File: src/rtl/bsg_link_iddr_reassembler_pkg.sv
// Definitions shared by the link PHY transmit and receive sides: phase encoding
// and the order in which the two halves of a word cross the link.
package bsg_link_pkg;

    typedef enum logic {
        e_phase_low  = 1'b0,
        e_phase_high = 1'b1
    } bsg_link_phase_e;

    localparam int bsg_link_low_first_lp = 1;

endpackage

File: src/rtl/bsg_link_iddr_reassembler_two_fifo.sv
// Two-entry FIFO holding reassembled words; the head entry is driven straight from storage.
// Storage is reset so the head never shows X.
module bsg_link_rx_two_fifo #(
    parameter int width_p = 32
) (
    input  logic               clk_i,
    input  logic               reset_n_i,
    input  logic               i_enq,
    input  logic               i_deq,
    input  logic [width_p-1:0] i_data,
    output logic [width_p-1:0] o_data,
    output logic [1:0]         o_count,
    output logic               o_full
);

    logic [width_p-1:0] r_mem [2];
    logic               r_rd_ptr;
    logic               r_wr_ptr;
    logic [1:0]         r_count;
    logic               w_deq;
    logic               w_enq;

    // A dequeue on an empty FIFO is ignored; a full FIFO still accepts when the head leaves.
    assign w_deq = i_deq && (r_count != 2'd0);
    assign w_enq = i_enq && ((r_count != 2'd2) || w_deq);

    always_ff @(posedge clk_i or negedge reset_n_i) begin
        if (!reset_n_i) begin
            r_mem[0] <= '0;
            r_mem[1] <= '0;
            r_rd_ptr <= 1'b0;
            r_wr_ptr <= 1'b0;
            r_count  <= 2'd0;
        end else begin
            if (w_enq) begin
                r_mem[r_wr_ptr] <= i_data;
                r_wr_ptr        <= ~r_wr_ptr;
            end
            if (w_deq) begin
                r_rd_ptr <= ~r_rd_ptr;
            end
            if (w_enq && !w_deq) begin
                r_count <= r_count + 2'd1;
            end else if (w_deq && !w_enq) begin
                r_count <= r_count - 2'd1;
            end
        end
    end

    assign o_data  = r_mem[r_rd_ptr];
    assign o_count = r_count;
    assign o_full  = (r_count == 2'd2);

endmodule

File: src/rtl/bsg_link_iddr_reassembler.sv
// Pairs half-width link beats (low half first) back into full words and buffers
// them behind a valid/yumi interface, flagging words lost to a full buffer.
module bsg_link_iddr_reassembler
    import bsg_link_pkg::*;
#(
    parameter int width_p = 32
) (
    input  logic                 clk_i,
    input  logic                 reset_n_i,
    input  logic                 valid_i,
    input  logic [width_p/2-1:0] data_i,
    input  logic                 realign_i,
    output logic                 valid_o,
    output logic [width_p-1:0]   data_o,
    input  logic                 yumi_i,
    output logic                 overflow_o,
    output logic                 phase_o
);

    localparam int half_lp = width_p / 2;

    bsg_link_phase_e     r_phase;
    logic [half_lp-1:0]  r_low;
    logic                r_overflow;

    logic                w_complete;
    logic                w_yumi;
    logic                w_full;
    logic                w_accept;
    logic [1:0]          w_count;
    logic [width_p-1:0]  w_word;

    assign w_word     = (bsg_link_low_first_lp != 0) ? {data_i, r_low} : {r_low, data_i};
    assign w_complete = valid_i && !realign_i && (r_phase == e_phase_high);
    assign w_yumi     = yumi_i && (w_count != 2'd0);
    assign w_accept   = w_complete && (!w_full || w_yumi);

    // Realign wins over any beat in the same cycle and drops the held low half.
    always_ff @(posedge clk_i or negedge reset_n_i) begin
        if (!reset_n_i) begin
            r_phase    <= e_phase_low;
            r_low      <= '0;
            r_overflow <= 1'b0;
        end else if (realign_i) begin
            r_phase <= e_phase_low;
            r_low   <= '0;
        end else if (valid_i) begin
            if (r_phase == e_phase_low) begin
                r_low   <= data_i;
                r_phase <= e_phase_high;
            end else begin
                r_phase <= e_phase_low;
                if (!w_accept) begin
                    r_overflow <= 1'b1;
                end
            end
        end
    end

    bsg_link_rx_two_fifo #(
        .width_p (width_p)
    ) u_fifo (
        .clk_i     (clk_i),
        .reset_n_i (reset_n_i),
        .i_enq     (w_accept),
        .i_deq     (w_yumi),
        .i_data    (w_word),
        .o_data    (data_o),
        .o_count   (w_count),
        .o_full    (w_full)
    );

    assign valid_o    = (w_count != 2'd0);
    assign overflow_o = r_overflow;
    assign phase_o    = (r_phase == e_phase_high);

endmodule

File: config.mk
export PLATFORM = sky130hd
export DESIGN_NAME = bsg_link_iddr_reassembler
export DESIGN_NICKNAME = d
export VERILOG_FILES = /design/src/rtl/bsg_link_iddr_reassembler_pkg.sv /design/src/rtl/bsg_link_iddr_reassembler_two_fifo.sv /design/src/rtl/bsg_link_iddr_reassembler.sv
export SDC_FILE = /design/constraint.sdc
export NUM_CORES = 1
export LEC_CHECK = 0
export BUFFER_PORTS_ARGS = -buffer_cell sky130_fd_sc_hd__buf_4
export CAP_MARGIN = 20
export CORE_UTILIZATION = 44
export CTS_CLUSTER_SIZE = 8
export DETAILED_ROUTE_END_ITERATION = 10
export PLACE_DENSITY = 0.62
export SETUP_SLACK_MARGIN = 0.3
export SLEW_MARGIN = 20
export SYNTH_ARGS = -nofsm -noshare
export SYNTH_HDL_FRONTEND = slang
export SYNTH_HIERARCHICAL = 1
export SYNTH_SLANG_ARGS = --single-unit
File: constraint.sdc
create_clock -name clk_i -period 2.65 [get_ports clk_i]
set_clock_uncertainty 0.15 [all_clocks]
set_input_delay 0.265 -clock clk_i [delete_from_list [all_inputs] [get_ports clk_i]]
set_output_delay 0.265 -clock clk_i [all_outputs]
set_load 0.01 [all_outputs]
Yosys cells after proc, flatten, opt, wreduce, memory -nomap -nowiden

Cells that the tools add are included.

Equal/unequal tests: 3
Multiplexer cells: 14
Add/subtract/negate cells: 2
Bitwise operators: 6
Reduce and logical (&&, ||, !) cells: 20
Order comparisons: 3

Operator list:

| operator                                           | count |
|---|---|
| two-way mux 32 bit                                 | 4 |
| bitwise mux 64 bit                                 | 1 |
| two-way mux 16 bit                                 | 3 |
| demux 32 bit (select 1 bit)                        | 1 |
| logical AND 1 bit                                  | 9 |
| nonzero test 2 bit                                 | 3 |
| >= comparator 2 bit, second input constant         | 2 |
| logical NOT 1 bit                                  | 4 |
| two-way mux 2 bit                                  | 2 |
| inequality test 2 bit, second input constant       | 2 |
| inverter 1 bit                                     | 4 |
| inverter 1 -> 2 bit                                | 2 |
| AND reduction 4 bit                                | 1 |
| two-way mux 1 bit                                  | 3 |
| adder 2 x 1 -> 2 bit, second input constant        | 1 |
| equality test 2 bit, second input constant         | 1 |
| logical OR 1 bit                                   | 2 |
| < comparator 2 x 1 -> 1 bit, second input constant | 1 |
| AND reduction 2 bit                                | 1 |
| subtractor 2 x 1 -> 2 bit, second input constant   | 1 |

Flip-flop bits (word level): 86
Bits of input ports: 21

Logic depth before layout (Yosys ltp)

Gate-level depths: netlist of the first run.

Depth after elaboration: 9
Gate-level depth with buffers: 8
Depth with buffers taken out: 8

Cells and area by module

Netlist of the first run, hierarchy kept.

Modules (own cells, without submodules):

| module                    | area each (um2) | cells each | instances | sequential area each (um2) |
|---|---|---|---|---|
| bsg_link_rx_two_fifo      | 3108.0          | 188        | 1         | 1701.6 |
| bsg_link_iddr_reassembler | 798.3           | 83         | 1         | 450.4 |

Worst setup path before layout of the first run

Ideal clock, no wire load.

Path type: register -> register
Start point: reg u_fifo.r_count[0] (netlist: u_fifo/o_count[0])
End point: reg u_fifo.r_count[1] (netlist: u_fifo/o_count[1])
Setup slack: 0.667 ns
Arrival time: 1.754 ns
Setup time: 0.079 ns
Buffers on the path: 0
Stages on the path, launching flop included: 9
Cell sequence: dfrtp_1 -> o21ai_0 -> inv_1 -> nor3b_4 -> nor2b_1 -> ha_1 -> xor2_1 -> nor2_1 -> xor2_1

Longest elaborated chain between the ends: 8
Elaborated cells between the ends (all ways): 19

RTL lines:

| element                                               | line                                                                      | source |
|---|---|---|
| start, declared                                       | bsg_link_iddr_reassembler_two_fifo.sv:19                                  | `logic [1:0] r_count;` |
| start signal, assigned                                | bsg_link_iddr_reassembler_two_fifo.sv:43                                  | `r_count <= r_count + 2'd1;` |
| start signal, assigned                                | bsg_link_iddr_reassembler_two_fifo.sv:45                                  | `r_count <= r_count - 2'd1;` |
| nonzero test 2 bit *                                  | bsg_link_iddr_reassembler.sv:35                                           | `assign w_yumi = yumi_i && (w_count != 2'd0);` |
| logical AND 1 bit *                                   | bsg_link_iddr_reassembler.sv:35                                           |  |
| via w_yumi                                            | bsg_link_iddr_reassembler.sv:27                                           | `logic w_yumi;` |
| logical OR 1 bit or logical AND 1 bit (tied branches) | bsg_link_iddr_reassembler.sv:36, bsg_link_iddr_reassembler_two_fifo.sv:24 |  |
| logical AND 1 bit or logical OR 1 bit (tied branches) | bsg_link_iddr_reassembler.sv:36, bsg_link_iddr_reassembler_two_fifo.sv:25 |  |
| logical AND 1 bit                                     | bsg_link_iddr_reassembler_two_fifo.sv:25                                  | `assign w_enq = i_enq && ((r_count != 2'd2) \|\| w_deq);` |
| logical NOT 1 bit                                     | bsg_link_iddr_reassembler_two_fifo.sv:44                                  | `end else if (w_deq && !w_enq) begin` |
| logical AND 1 bit                                     | bsg_link_iddr_reassembler_two_fifo.sv:44                                  |  |
| nonzero test 2 bit (no source line)                   | -                                                                         |  |

Mark *: on every way through the listed nets, which the timed path passes. The rest lies on a longest branch. The select of a mux whose other input is x is not followed.
A chain may end at the register's enable or synchronous reset.

Final worst setup path of the first run

Start point: reg u_fifo.r_count[1] (netlist: u_fifo/o_count[1])
End point: reg u_fifo/r_mem[54] (netlist name)

Longest elaborated chain between the ends: 5
Elaborated cells between the ends (all ways): 10

RTL lines:

| element                                               | line                                                                      | source |
|---|---|---|
| nonzero test 2 bit *                                  | bsg_link_iddr_reassembler.sv:35                                           |  |
| logical AND 1 bit *                                   | bsg_link_iddr_reassembler.sv:35                                           |  |
| via w_yumi                                            | bsg_link_iddr_reassembler.sv:27                                           |  |
| logical OR 1 bit or logical AND 1 bit (tied branches) | bsg_link_iddr_reassembler.sv:36, bsg_link_iddr_reassembler_two_fifo.sv:24 |  |
| logical AND 1 bit or logical OR 1 bit (tied branches) | bsg_link_iddr_reassembler.sv:36, bsg_link_iddr_reassembler_two_fifo.sv:25 |  |
| logical AND 1 bit *                                   | bsg_link_iddr_reassembler_two_fifo.sv:25                                  |  |
| end signal, assigned by index                         | bsg_link_iddr_reassembler_two_fifo.sv:36                                  | `r_mem[r_wr_ptr] <= i_data;` |
| end, declared                                         | bsg_link_iddr_reassembler_two_fifo.sv:16                                  | `logic [width_p-1:0] r_mem [2];` |

Mark *: on every way through the listed nets, which the timed path passes. The rest lies on a longest branch.

==> impl_results.md, run 1 <==
- P_leak: 2.26 nW
- Max-cap violations: 0
- Vias: approximately 2300
- Post-DR vias/cell: slightly above 5
- # nets final: about 360
- Seq pwr share: 0.416
- Hold Vio Cnt, Final: 0
- Antenna Cells: 0
- Hold crit path type: primary input to flop
- Synth Instances: between 200 and 300
- HPWL after detailed placement: around 4600 um
- Critical Path RT: 2730 ps
- Setup TNS: 0 ps
- Final cycle utilization of the critical path: 0.834
- Placed cell count: between 400 and 500
- Synth Area in Compound Gates: 0.0372
- Maximum vdd drop: between 0.5 and 0.6 mV
- Initial Util: 0.450
- Syn nets: 293
- Pint: 3.36 mW
- # clock sinks: 86
- Most common cell after layout, fill and taps aside: dfrtp_1
- Worst-Margin Slew: between 800 and 900 ps
- DRT Wirelength: approximately 7600 um
- Drt first-iter violations: between 90 and 100
- Core area: just under 9000 sq um
- Share of cells above drive strength 1: 0.563
- PortBufs: 55
- Part of the Yosys area used for sequential elements: 0.551
- Syn Area/Cell: about 14 sq um
- Tot GR Track Use: 0.176
- Reg clk slew, reported paths: about 80 ps
- Fin. max-slew vios: 0
- Status: complete, no violations
- Post-synthesis mux area share: 0.306
- Clock buffer depth: 2
- Switching Fraction: 0.291
- Clock network power share: 0.200
- Wirelength per Cell: around 17 um
- P_sw: about 1.4 mW
- Setup crit end kind: flop
- DRT Pass-1 Iters: 4
- PnR worst setup slack: around 440 ps
- Simple-gate share of the synthesized area: 0.0567
- Die height: a little under 100 um
- Total I/O pin count: 56
- Count of state elements after synthesis: 86
- Min cycle time layout: around 2200 ps
- Area Growth Syn to Fin: 20.6%
- Pin count of the biggest net entering global routing: between 40 and 50
- Layout filler cell count: 762
- WS Path Type: flop to flop
- Antenna viol nets, final: 0
- Clk_lat worst skew: ~340 ps
- Fin cells: between 400 and 500
- RSZ-0062 raised after global routing: false
- Post-synthesis adder-cell area fraction: 0.00320
- CTS tree: done
- Power density over the cells: 1000 nW/um^2
- GPL Wtd Cong: around 0.74
- Die area: between 9000 and 10000 sq um
- Row cnt: 34
- Synth Cell Area: a little under 4000 sq um
- Die X-Extent: roughly 96 um
- Arrival time worst endpoint: between 2000 and 2500 ps
- Logic pwr share: 0.384
- Warnings, synthesis: 6
- Worst Setup Start Kind: flop
- First-pass GRT wire length: around 12000 um
- Synth cell types: 25
- Number of global-route vias before repair: roughly 2200
- TritonCTS buffer count: 9
- CP max FO: 28
- Pre-CTS setup slack: around 200 ps
- Total congestion overflow: 0
- Antenna violations before repair: 0
- Fmax: roughly 450 MHz
- Relative slew slack: 0.457
- H-tree depth: 3
- Main combinational cell family by area after synthesis: multiplexers
- Root Buffer: clkbuf_8
- # DRC: 0
- Most frequent cells in the layout: 86 x dfrtp_1, 65 x buf_4, 62 x mux2_2
- Post-synthesis xor/xnor area fraction: 0.0112
- Setup violators final: 0
## cell type report
class | instances | area [sq um] | area share
inverter | 1 | 3.75 | 0.000797
clock buffer | 12 | 165 | 0.0351
sequential | 86 | 2150 | 0.457
clock inverter | 3 | 42.5 | 0.00903
tap | 108 | 135 | 0.0287
multi-input combinational | 169 | 1640 | 0.347
timing repair buffer | 70 | 578 | 0.123
## registers in the layout, summed over array words and instances (netlist names)
signal / cells
u_fifo/r_mem: 64
u_fifo/r_wr_ptr: 1
u_fifo/o_count: 2
u_fifo/r_rd_ptr: 1
overflow_o: 1
r_low: 16
phase_o: 1
## worst max-delay path, cell delays in order (launching register included)
cell     delay [ps]
dfrtp_1         430
o21ai_0         310
inv_1           140
nor3b_4         310
buf_4           170
nor3b_4          40
buf_12          190
mux2_4          320
## path summary, 6_finish.rpt
check | cells past startpoint | to | slack [ps] | startpoint
min in group asynchronous | 2 | u_fifo/r_mem[49] | 290 | reset_n_i
worst min register to register | 1 | u_fifo/r_mem[9] | 340 | u_fifo/r_mem[9]
max in group asynchronous | 3 | r_low[7] | 1430 | reset_n_i
worst max register to register | 7 | u_fifo/r_mem[54] | 440 | u_fifo/o_count[1]
worst max-delay path | 7 | u_fifo/r_mem[54] | 440 | u_fifo/o_count[1]
worst min-delay path | 2 | u_fifo/r_mem[61] | 20 | data_i[13]
## kinds of logic after synthesis
kind of cell             Yosys count
AO/OA/AOI/OAI                     21
multiplexers                      96
XOR/XNOR                           5
flip-flops                        86
adder cells (fa/ha/maj)            1
buffers and inverters             17
AND/OR/NAND/NOR                   45
## cells in the mapped netlist
| cell | n | area, sq um |
|---|---|---|
| o21ai_0 | 2 | 10.0 |
| xor2_1 | 3 | 26.3 |
| a21oi_2 | 10 | 87.6 |
| nand2b_1 | 2 | 12.5 |
| nand2_1 | 34 | 128 |
| mux2_2 | 62 | 698 |
| a21oi_1 | 8 | 40.0 |
| dfrtp_1 | 86 | 2150 |
| buf_6 | 8 | 90.1 |
| nor2b_1 | 2 | 12.5 |
| nand3b_1 | 1 | 7.51 |
| buf_2 | 5 | 25.0 |
| xnor2_1 | 2 | 17.5 |
| inv_1 | 1 | 3.75 |
| clkbuf_1 | 1 | 3.75 |
| mux2_1 | 4 | 45.0 |
| or2_2 | 1 | 6.26 |
| buf_4 | 2 | 15.0 |
| nor3b_4 | 2 | 37.5 |
| ha_1 | 1 | 12.5 |
| o21bai_1 | 1 | 7.51 |
| nor2_1 | 1 | 3.75 |
| and2b_1 | 1 | 7.51 |
| mux2_4 | 30 | 450 |
| nor2_2 | 1 | 6.26 |
## metal layers
layer / GRT usage / vias to the layer above / wire length, um
met2: 0.261 / 35 / 3520
met4: 0.0597 / 0 / 74
met5: 0 / - / 0
met3: 0.0363 / 8 / 225
li1: - / 1066 / -
met1: 0.255 / 1152 / 3790
## what timing repair did
action,in CTS,in global routing
gates resized for setup,1,0
endpoints found under the setup margin,32,34
hold endpoints to repair,40,0
hold buffers,1,0
pin swaps,0,3
buffers inserted,0,6
gates cloned,1,0
## per-stage QoR
stage / area, sq um / util / total power [mW] / hold WS [ps]
after floorplan: 3910 / - / 3.10 / -181
after global routing: 4710 / 0.543 / 5.01 / 1.74
final: 4710 / 0.543 / 4.73 / 15.3
after CTS: 4640 / 0.535 / 4.76 / 3.42
after global placement: 4410 / 0.509 / 3.74 / 150
after detailed placement: 4410 / 0.509 / 3.79 / 146
## power by group through the flow
stage               Clock, mW  Combinational, mW  Sequential, mW
finish                  0.947               1.82            1.97
CTS                     0.971               1.82            1.97
floorplan                   0               1.18            1.92
detailed placement          0               1.80            1.99
global placement            0               1.77            1.97
global route             1.02               1.97            2.02
Power figures use the tool's default switching activity.
==> run 2, diff against run 1 <==
PLACE_DENSITY = 0.64   (was 0.62)
clock period = 1.9 ns   (was 2.65 ns; I/O delays follow)
==> run 2 against run 1 <==
The flow now finishes with violations (negative setup slack). Utilization rose by 11 points. First-iteration DRC count fell by 30%. Sequential power rose by 43%. Die area did not move. Critical path depth rose by 1. Via count rose by 10%. Critical path type unchanged.
==> impl_results.md, run 2 (synthesized netlist as in run 1, its figures left out) <==
- Status: finished, violations left (was complete, no violations)
- Failing checks: negative setup slack
- R2R Path End: u_fifo/r_mem[8] (was u_fifo/r_mem[54])
- Clock buffer depth: 2 (unchanged)
- Die area: 9260 sq um (unchanged)
- DRT Pass-1 Iters: 4 (unchanged)
- H-tree depth: 3 (unchanged)
- DRT Wirelength: 9430 um (was 7600 um)
- FF-to-FF Start: u_fifo/o_count[1] (unchanged)
- CTS tree: done (unchanged)
- Setup crit end kind: flop (unchanged)
- Max-cap violations: 0 (unchanged)
- Worst-Margin Slew: 467 ps (was 814 ps)
- Min cycle time layout: 1990 ps (was 2210 ps)
- Hold Vio Cnt, Final: 0 (unchanged)
- Core area: 8680 sq um (unchanged)
- Die height: 96.2 um (unchanged)
- Total I/O pin count: 56 (unchanged)
- Relative slew slack: 0.689 (was 0.457)
- Hold crit path type: primary input to flop (unchanged)
- CP max FO: 6 (was 28)
- Reg clk slew, reported paths: 80 ps (about the same)
- Worst Setup Start Kind: flop (unchanged)
- Wirelength per Cell: 19.1 um (was 16.9 um)
- Antenna violations before repair: 0 (unchanged)
- Area Growth Syn to Fin: 45.2% (was 20.6%)
- Setup violators final: 55 (was 0)
- CP startpoint: u_fifo/o_count[1] (unchanged)
- Share of cells above drive strength 1: 0.590 (was 0.563)
- # clock sinks: 86 (unchanged)
- WP depth: 8 (was 7)
- First-pass GRT wire length: 14000 um (was 11800 um)
- End point of the critical path: u_fifo/r_mem[8] (was u_fifo/r_mem[54])
- P_leak: 2.70 nW (was 2.26 nW)
- Max reg flops: 64 (unchanged)
- HPWL after detailed placement: 4900 um (was 4570 um)
- Total congestion overflow: 0 (unchanged)
- Critical Path RT: 1980 ps (was 2730 ps)
- Antenna Cells: 0 (unchanged)
- Clk_lat worst skew: 350 ps (was 340 ps)
- Power density over the cells: 1400 nW/um^2 (was 1000 nW/um^2)
- GPL Wtd Cong: 0.763 (was 0.738)
- R2r worst-path depth: 8 (was 7)
- Fmax: 503 MHz (was 453 MHz)
- Tot GR Track Use: 0.209 (was 0.176)
- Number of global-route vias before repair: 2538 (was 2198)
- Antenna viol nets, final: 0 (unchanged)
- Final cycle utilization of the critical path: 1.05 (was 0.834)
- Drt first-iter violations: 69 (was 98)
- PortBufs: 55 (unchanged)
- Worst R2R Setup Slack: -90 ps (was 440 ps)
- Fin. max-slew vios: 0 (unchanged)
- Crit-path most repeated cell: buf_12 (was nor3b_4)
- Row cnt: 34 (unchanged)
- TritonCTS buffer count: 9 (unchanged)
- Maximum vdd drop: 0.837 mV (was 0.521 mV)
- Most common cell after layout, fill and taps aside: dfrtp_1 (unchanged)
- Slowest stage delay, CP: 410 ps (was 430 ps)
- Total power: 7.94 mW (was 4.73 mW)
- RSZ-0062 raised after global routing: true (was false)
- Die X-Extent: 96.2 um (unchanged)
- Vias: 2498 (was 2261)
- # nets final: 403 (was 359)
- Delay-heaviest family, CP: buffers and inverters (unchanged)
- WS Path Type: flop to flop (unchanged)
- Arrival time worst endpoint: 2070 ps (was 2290 ps)
- Critical Path, Cell by Cell: o21ai_2 > inv_2 > nor3b_4 > buf_4 > nor2_4 > buf_12 > buf_12 > mux2_4 (was o21ai_0 > inv_1 > nor3b_4 > buf_4 > nor3b_4 > buf_12 > mux2_4)
- Pin count of the biggest net entering global routing: 35 (was 47)
- PnR worst setup slack: -87.0 ps (was 441 ps)
- Initial Util: 0.450 (unchanged)
- Top reg by flops: u_fifo/r_mem (unchanged)
- Root Buffer: clkbuf_8 (unchanged)
- Most frequent cells in the layout: 84 x dfrtp_1, 71 x mux2_4, 42 x buf_6 (was 86 x dfrtp_1, 65 x buf_4, 62 x mux2_2)
- # DRC: 0 (unchanged)
- Worst Path Buf+Inv: 4 (was 3)
- Post-DR vias/cell: 5.07 (was 5.04)
- Setup TNS: -2940 ps (was 0 ps)
- Crit-path slowest cell: dfrtp_1 (unchanged)
==> run 2: cell count changes in the layout (fill, tap and decap cells not counted), moves of 3 or more <==
cell	before	now
buf_6	0	42
mux2_4	30	71
mux2_2	62	25
buf_4	65	34
dlygate4sd3_1	1	18
buf_12	4	11
buf_16	0	7
mux2_1	4	0
clkbuf_16	0	3
clkbuf_8	12	9
==> run 2: repair_timing <==
action / CTS / global route
pin swaps: 5 / 4
gates resized for setup: 85 / 19
setup endpoints to repair: 99 / 99
hold endpoints to repair: 80 / 0
gates cloned: 7 / 4
setup buffers: 9 / 3
hold buffers: 18 / 0
==> run 2: worst min-delay path by stage <==
stage | depth (start not counted) | startpoint | slack, ps | end
floorplan | 0 | reset_n_i | -260 | overflow_o
global placement | 1 | reset_n_i | 20 | u_fifo/r_mem[45]
detailed placement | 1 | reset_n_i | 20 | u_fifo/r_mem[44]
CTS | 3 | realign_i | 40 | overflow_o
global route | 3 | realign_i | 70 | overflow_o
finish | 3 | realign_i | 90 | overflow_o
==> run 2: through the flow <==
step                std cells  utilization  hold slack, ps  setup slack (ps)  instance area (sq um)
detailed placement        437        0.522            23.3             -54.8                   4530
floorplan                 271            -            -256              32.3                   3920
global placement          437        0.522            20.6             -2.93                   4530
global route              493        0.654            73.8              -145                   5670
CTS                       486        0.629            35.3             -67.1                   5460
finish                    493        0.654            89.2             -87.0                   5670
==> run 2: routing by layer <==
layer / track usage / wire length, um / vias to the layer above
met3: 0.0553 / 359 / 13
met4: 0.0522 / 118 / 0
li1: - / - / 1156
met1: 0.298 / 4440 / 1274
met5: 0 / 0 / -
met2: 0.317 / 4510 / 55
==> run 2: area by class of cell <==
type | instances | area [sq um]
fillers | 633 | 3010
clock inverters | 4 | 48.8
well taps | 108 | 135
multi-input cells | 168 | 1800
flip-flops and latches | 86 | 2150
inverters | 1 | 3.75
repair buffers | 115 | 1400
clock buffers | 11 | 131
==> run 2: power by group <==
group | total, mW | switching (mW) | internal (mW) | leakage (nW)
logic | 3.91 | 1.31 | 2.60 | 1.49
clock network | 1.22 | 0.624 | 0.600 | 0.0931
registers | 2.81 | 0.390 | 2.42 | 1.12
==> run 2: worst reg2reg max path, cell delays in order, from the launching register on <==
cell	delay [ps]
dfrtp_1	410
o21ai_2	190
inv_2	70
nor3b_4	250
buf_4	170
nor2_4	40
buf_12	140
buf_12	140
mux2_4	300
==> run 3, diff against run 2 <==
ABC_AREA = 1   (was default)
CAP_MARGIN = default   (was 20)
==> run 3 against run 2 <==
The flow now finishes without violations. Sequential cell count unchanged. Fmax up 17%. First-iteration DRC count rose to 3.8 times the previous value. Register-to-register slack better by 280 ps. Cell count up 40%. Utilization down 1.3 points. Sequential share of layout area up 0.072 points. Critical path depth down 3. Largest power group unchanged. Highest routed layer unchanged.
==> impl_results.md, run 3 <==
- Tot GR Track Use: 0.237 (was 0.209)
- Count of state elements after synthesis: 86 (unchanged)
- Relative slew slack: 0.676 (was 0.689)
- Root Buffer: clkbuf_8 (unchanged)
- Clock network power share: 0.144 (was 0.154)
- P_sw: 3.34 mW (was 2.32 mW)
- Antenna violations before repair: 0 (unchanged)
- Power density over the cells: 1450 nW/um^2 (was 1400 nW/um^2)
- Simple-gate share of the synthesized area: 0.389 (was 0.0567)
- WHS Endpoint: r_low[8] (was overflow_o)
- TritonCTS buffer count: 9 (unchanged)
- # DRC: 0 (unchanged)
- Total congestion overflow: 0 (unchanged)
- R2r worst-path depth: 10 (was 8)
- Number of global-route vias before repair: 3565 (was 2538)
- Reg clk slew, reported paths: 90 ps (was 80 ps)
- Warnings, synthesis: 6 (unchanged)
- Worst R2R Setup Slack: 200 ps (was -90 ps)
- Pre-CTS setup slack: 157 ps (was -54.8 ps)
- CP max FO: 6 (unchanged)
- Syn nets: 521 (was 293)
- Top reg by flops: u_fifo/r_mem (unchanged)
- Hold path start: realign_i (unchanged)
- Setup violators final: 0 (was 55)
- Setup TNS: 0 ps (was -2940 ps)
- Synth Area in Compound Gates: 0.00521 (was 0.0372)
- Post-synth top area cell: dfrtp_1 (unchanged)
- Clock buffer depth: 2 (unchanged)
- Ys async rst share: 1.00 (unchanged)
- Delay-heaviest family, CP: flip-flops (was buffers and inverters)
- Top-area cell type share of the netlist area: 0.528 (was 0.551)
- Antenna Cells: 0 (unchanged)
- CTS tree: done (unchanged)
- HPWL after detailed placement: 6530 um (was 4900 um)
- Max reg flops: 64 (unchanged)
- Row cnt: 34 (unchanged)
- Post-synth EDFFs: 0 (unchanged)
- PnR worst setup slack: 195 ps (was -87.0 ps)
- Drt first-iter violations: 259 (was 69)
- Most frequent cell after synthesis: nand2_1 (was dfrtp_1)
- Fin. max-slew vios: 0 (unchanged)
- Post-synthesis xor/xnor area fraction: 0.00429 (was 0.0112)
- First-pass GRT wire length: 18000 um (was 14000 um)
- Synth Instances: 499 (was 271)
- Maximum vdd drop: 0.810 mV (was 0.837 mV)
- Die area: 9660 sq um (was 9260 sq um)
- Slowest stage delay, CP: 470 ps (was 410 ps)
- DRT Pass-1 Iters: 7 (was 4)
- Total power: 8.19 mW (was 7.94 mW)
- Arrival time worst endpoint: 1360 ps (was 2070 ps)
- Hold crit path type: primary input to flop (unchanged)
- Seq pwr share: 0.357 (was 0.354)
- Top_reg_cell synth: dfrtp_1 (unchanged)
- Vias: 3780 (was 2498)
- H-tree depth: 3 (unchanged)
- Fmax: 587 MHz (was 503 MHz)
- Part of the Yosys area used for sequential elements: 0.528 (was 0.551)
- Hold-critical path depth: 4 (was 3)
- Synth Cell Area: 4080 sq um (was 3910 sq um)
- Dominant cells by area after synthesis: dfrtp_1 53%, nand2_1 24%, nand4_1 10%, buf_2 2.9%, nand3_1 2.2% (was dfrtp_1 55%, mux2_2 18%, mux2_4 12%, nand2_1 3.3%, buf_6 2.3%)
- Share of cells above drive strength 1: 0.329 (was 0.590)
- FF-to-FF Start: u_fifo/o_count[1] (unchanged)
- GPL Wtd Cong: 0.812 (was 0.763)
- Total I/O pin count: 56 (unchanged)
- Post-synthesis mux area share: 0 (was 0.306)
- Layout filler cell count: 766 (was 633)
- Area Growth Syn to Fin: 38.9% (was 45.2%)
- Most frequent cells in the layout: 196 x nand2_1, 83 x dfrtp_1, 65 x nand4_1 (was 84 x dfrtp_1, 71 x mux2_4, 42 x buf_6)
- Synth cell count leaders: 260 x nand2_1, 86 x dfrtp_1, 65 x nand4_1 (was 86 x dfrtp_1, 62 x mux2_2, 34 x nand2_1)
- Worst Path Buf+Inv: 3 (was 4)
- Critical Path, Cell by Cell: inv_8 > clkbuf_16 > nand2_4 > nand2_2 > buf_6 (was o21ai_2 > inv_2 > nor3b_4 > buf_4 > nor2_4 > buf_12 > buf_12 > mux2_4)
- Pint: 4.85 mW (was 5.62 mW)
- Crit-path slowest cell: dfrtp_2 (was dfrtp_1)
- Antenna viol nets, final: 0 (unchanged)
- Max-cap violations: 0 (unchanged)
- Post-synthesis adder-cell area fraction: 0.00307 (was 0.00320)
- PortBufs: 55 (unchanged)
- Logic pwr share: 0.498 (was 0.492)
- P_leak: 3.11 nW (was 2.70 nW)
- Post-DR vias/cell: 5.49 (was 5.07)
- Worst Setup Start Kind: flop (unchanged)
- Pin count of the biggest net entering global routing: 41 (was 35)
- Min cycle time layout: 1700 ps (was 1990 ps)
- RSZ-0062 raised after global routing: true (unchanged)
- Clk_lat worst skew: 350 ps (about the same)
- Status: complete, no violations (was finished, violations left)
- Initial Util: 0.461 (was 0.450)
- # nets final: 599 (was 403)
- # clock sinks: 86 (unchanged)
- Wirelength per Cell: 17.4 um (was 19.1 um)
- Switching Fraction: 0.408 (was 0.292)
- DRT Wirelength: 12000 um (was 9430 um)
- Critical Path RT: 1560 ps (was 1980 ps)
- Most common cell after layout, fill and taps aside: nand2_1 (was dfrtp_1)
- Syn Area/Cell: 8.17 sq um (was 14.4 sq um)
- Setup crit end kind: output port (was flop)
- Final cycle utilization of the critical path: 0.897 (was 1.05)
- R2R Path End: u_fifo/o_count[1] (was u_fifo/r_mem[8])
- Main combinational cell family by area after synthesis: simple AND/OR/NAND/NOR gates (was multiplexers)
- Die X-Extent: 98.3 um (was 96.2 um)
- WS Path Type: flop to output port (was flop to flop)
- Core area: 8850 sq um (was 8680 sq um)
- Hold Vio Cnt, Final: 0 (unchanged)
- Die height: 98.3 um (was 96.2 um)
- Synth cell types: 25 (unchanged)
- Worst-Margin Slew: 487 ps (was 467 ps)
[run 3: cell type report]
class	instances	area [sq um]	area share
flip-flops and latches	86	2160	0.381
inverters	13	58.8	0.0104
clock buffers	12	155	0.0274
multi-input cells	363	1990	0.352
well taps	108	135	0.0239
clock inverters	3	18.8	0.00331
repair buffers	104	1150	0.203
[run 3: timing repair]
action | CTS | global route
resized for setup | 17 | 137
pin swaps | 6 | 28
gates cloned | 0 | 6
endpoints found under the hold margin | 79 | 0
buffers inserted | 4 | 2
setup endpoints to repair | 100 | 100
hold buffers | 19 | 0
[run 3: through the flow]
stage	util	area, sq um	std cells	hold slack [ps]
2_1_floorplan	-	4110	499	-256
5_1_grt	0.640	5670	689	44.7
4_1_cts	0.570	5050	681	40.7
6_report	0.640	5670	689	48.1
3_3_place_gp	0.519	4590	643	26.8
3_5_place_dp	0.519	4590	643	32.7
[run 3: power by group through the flow]
stage | sequential [mW] | combinational (mW) | clock, mW
5_1_grt | 3.01 | 4.39 | 1.28
3_5_place_dp | 2.81 | 2.79 | 0
2_1_floorplan | 2.71 | 1.77 | 0
6_report | 2.93 | 4.08 | 1.18
3_3_place_gp | 2.79 | 2.76 | 0
4_1_cts | 2.77 | 3.00 | 1.21
[run 3: worst max-delay path by stage]
| stage | from | end | slack [ps] | depth (start not counted) |
|---|---|---|---|---|
| 5_1_grt | u_fifo/o_count[1] | u_fifo/r_wr_ptr | 120 | 8 |
| 3_5_place_dp | u_fifo/o_count[1] | u_fifo/o_count[1] | 160 | 10 |
| 4_1_cts | u_fifo/r_rd_ptr | data_o[26] | 230 | 4 |
| 2_1_floorplan | u_fifo/o_count[0] | u_fifo/o_count[1] | 130 | 12 |
| 3_3_place_gp | u_fifo/o_count[1] | u_fifo/o_count[1] | 180 | 10 |
| 6_report | u_fifo/r_rd_ptr | data_o[23] | 200 | 5 |
[run 3: logic make-up after synthesis]
kind of cell | after synthesis
compound gates | 4
xor+xnor | 2
fa+ha+maj | 1
buf+inv | 50
flops | 86
simple gates | 356
[run 3: worst reg2reg max path, stage by stage (launching register included)]
cell	delay, ps
dfrtp_2	440
inv_1	100
nor2_2	70
a21oi_4	270
nand2_4	90
inv_4	70
ha_4	210
inv_2	60
nand3_2	50
nand2_1	60
nand2_1	40
[run 3: routing by layer]
layer,global-route usage,vias up,wire (um)
li1,-,1777,-
met1,0.318,1866,5240
met2,0.389,122,5970
met3,0.0408,15,593
met4,0.0804,0,173
met5,0,-,0
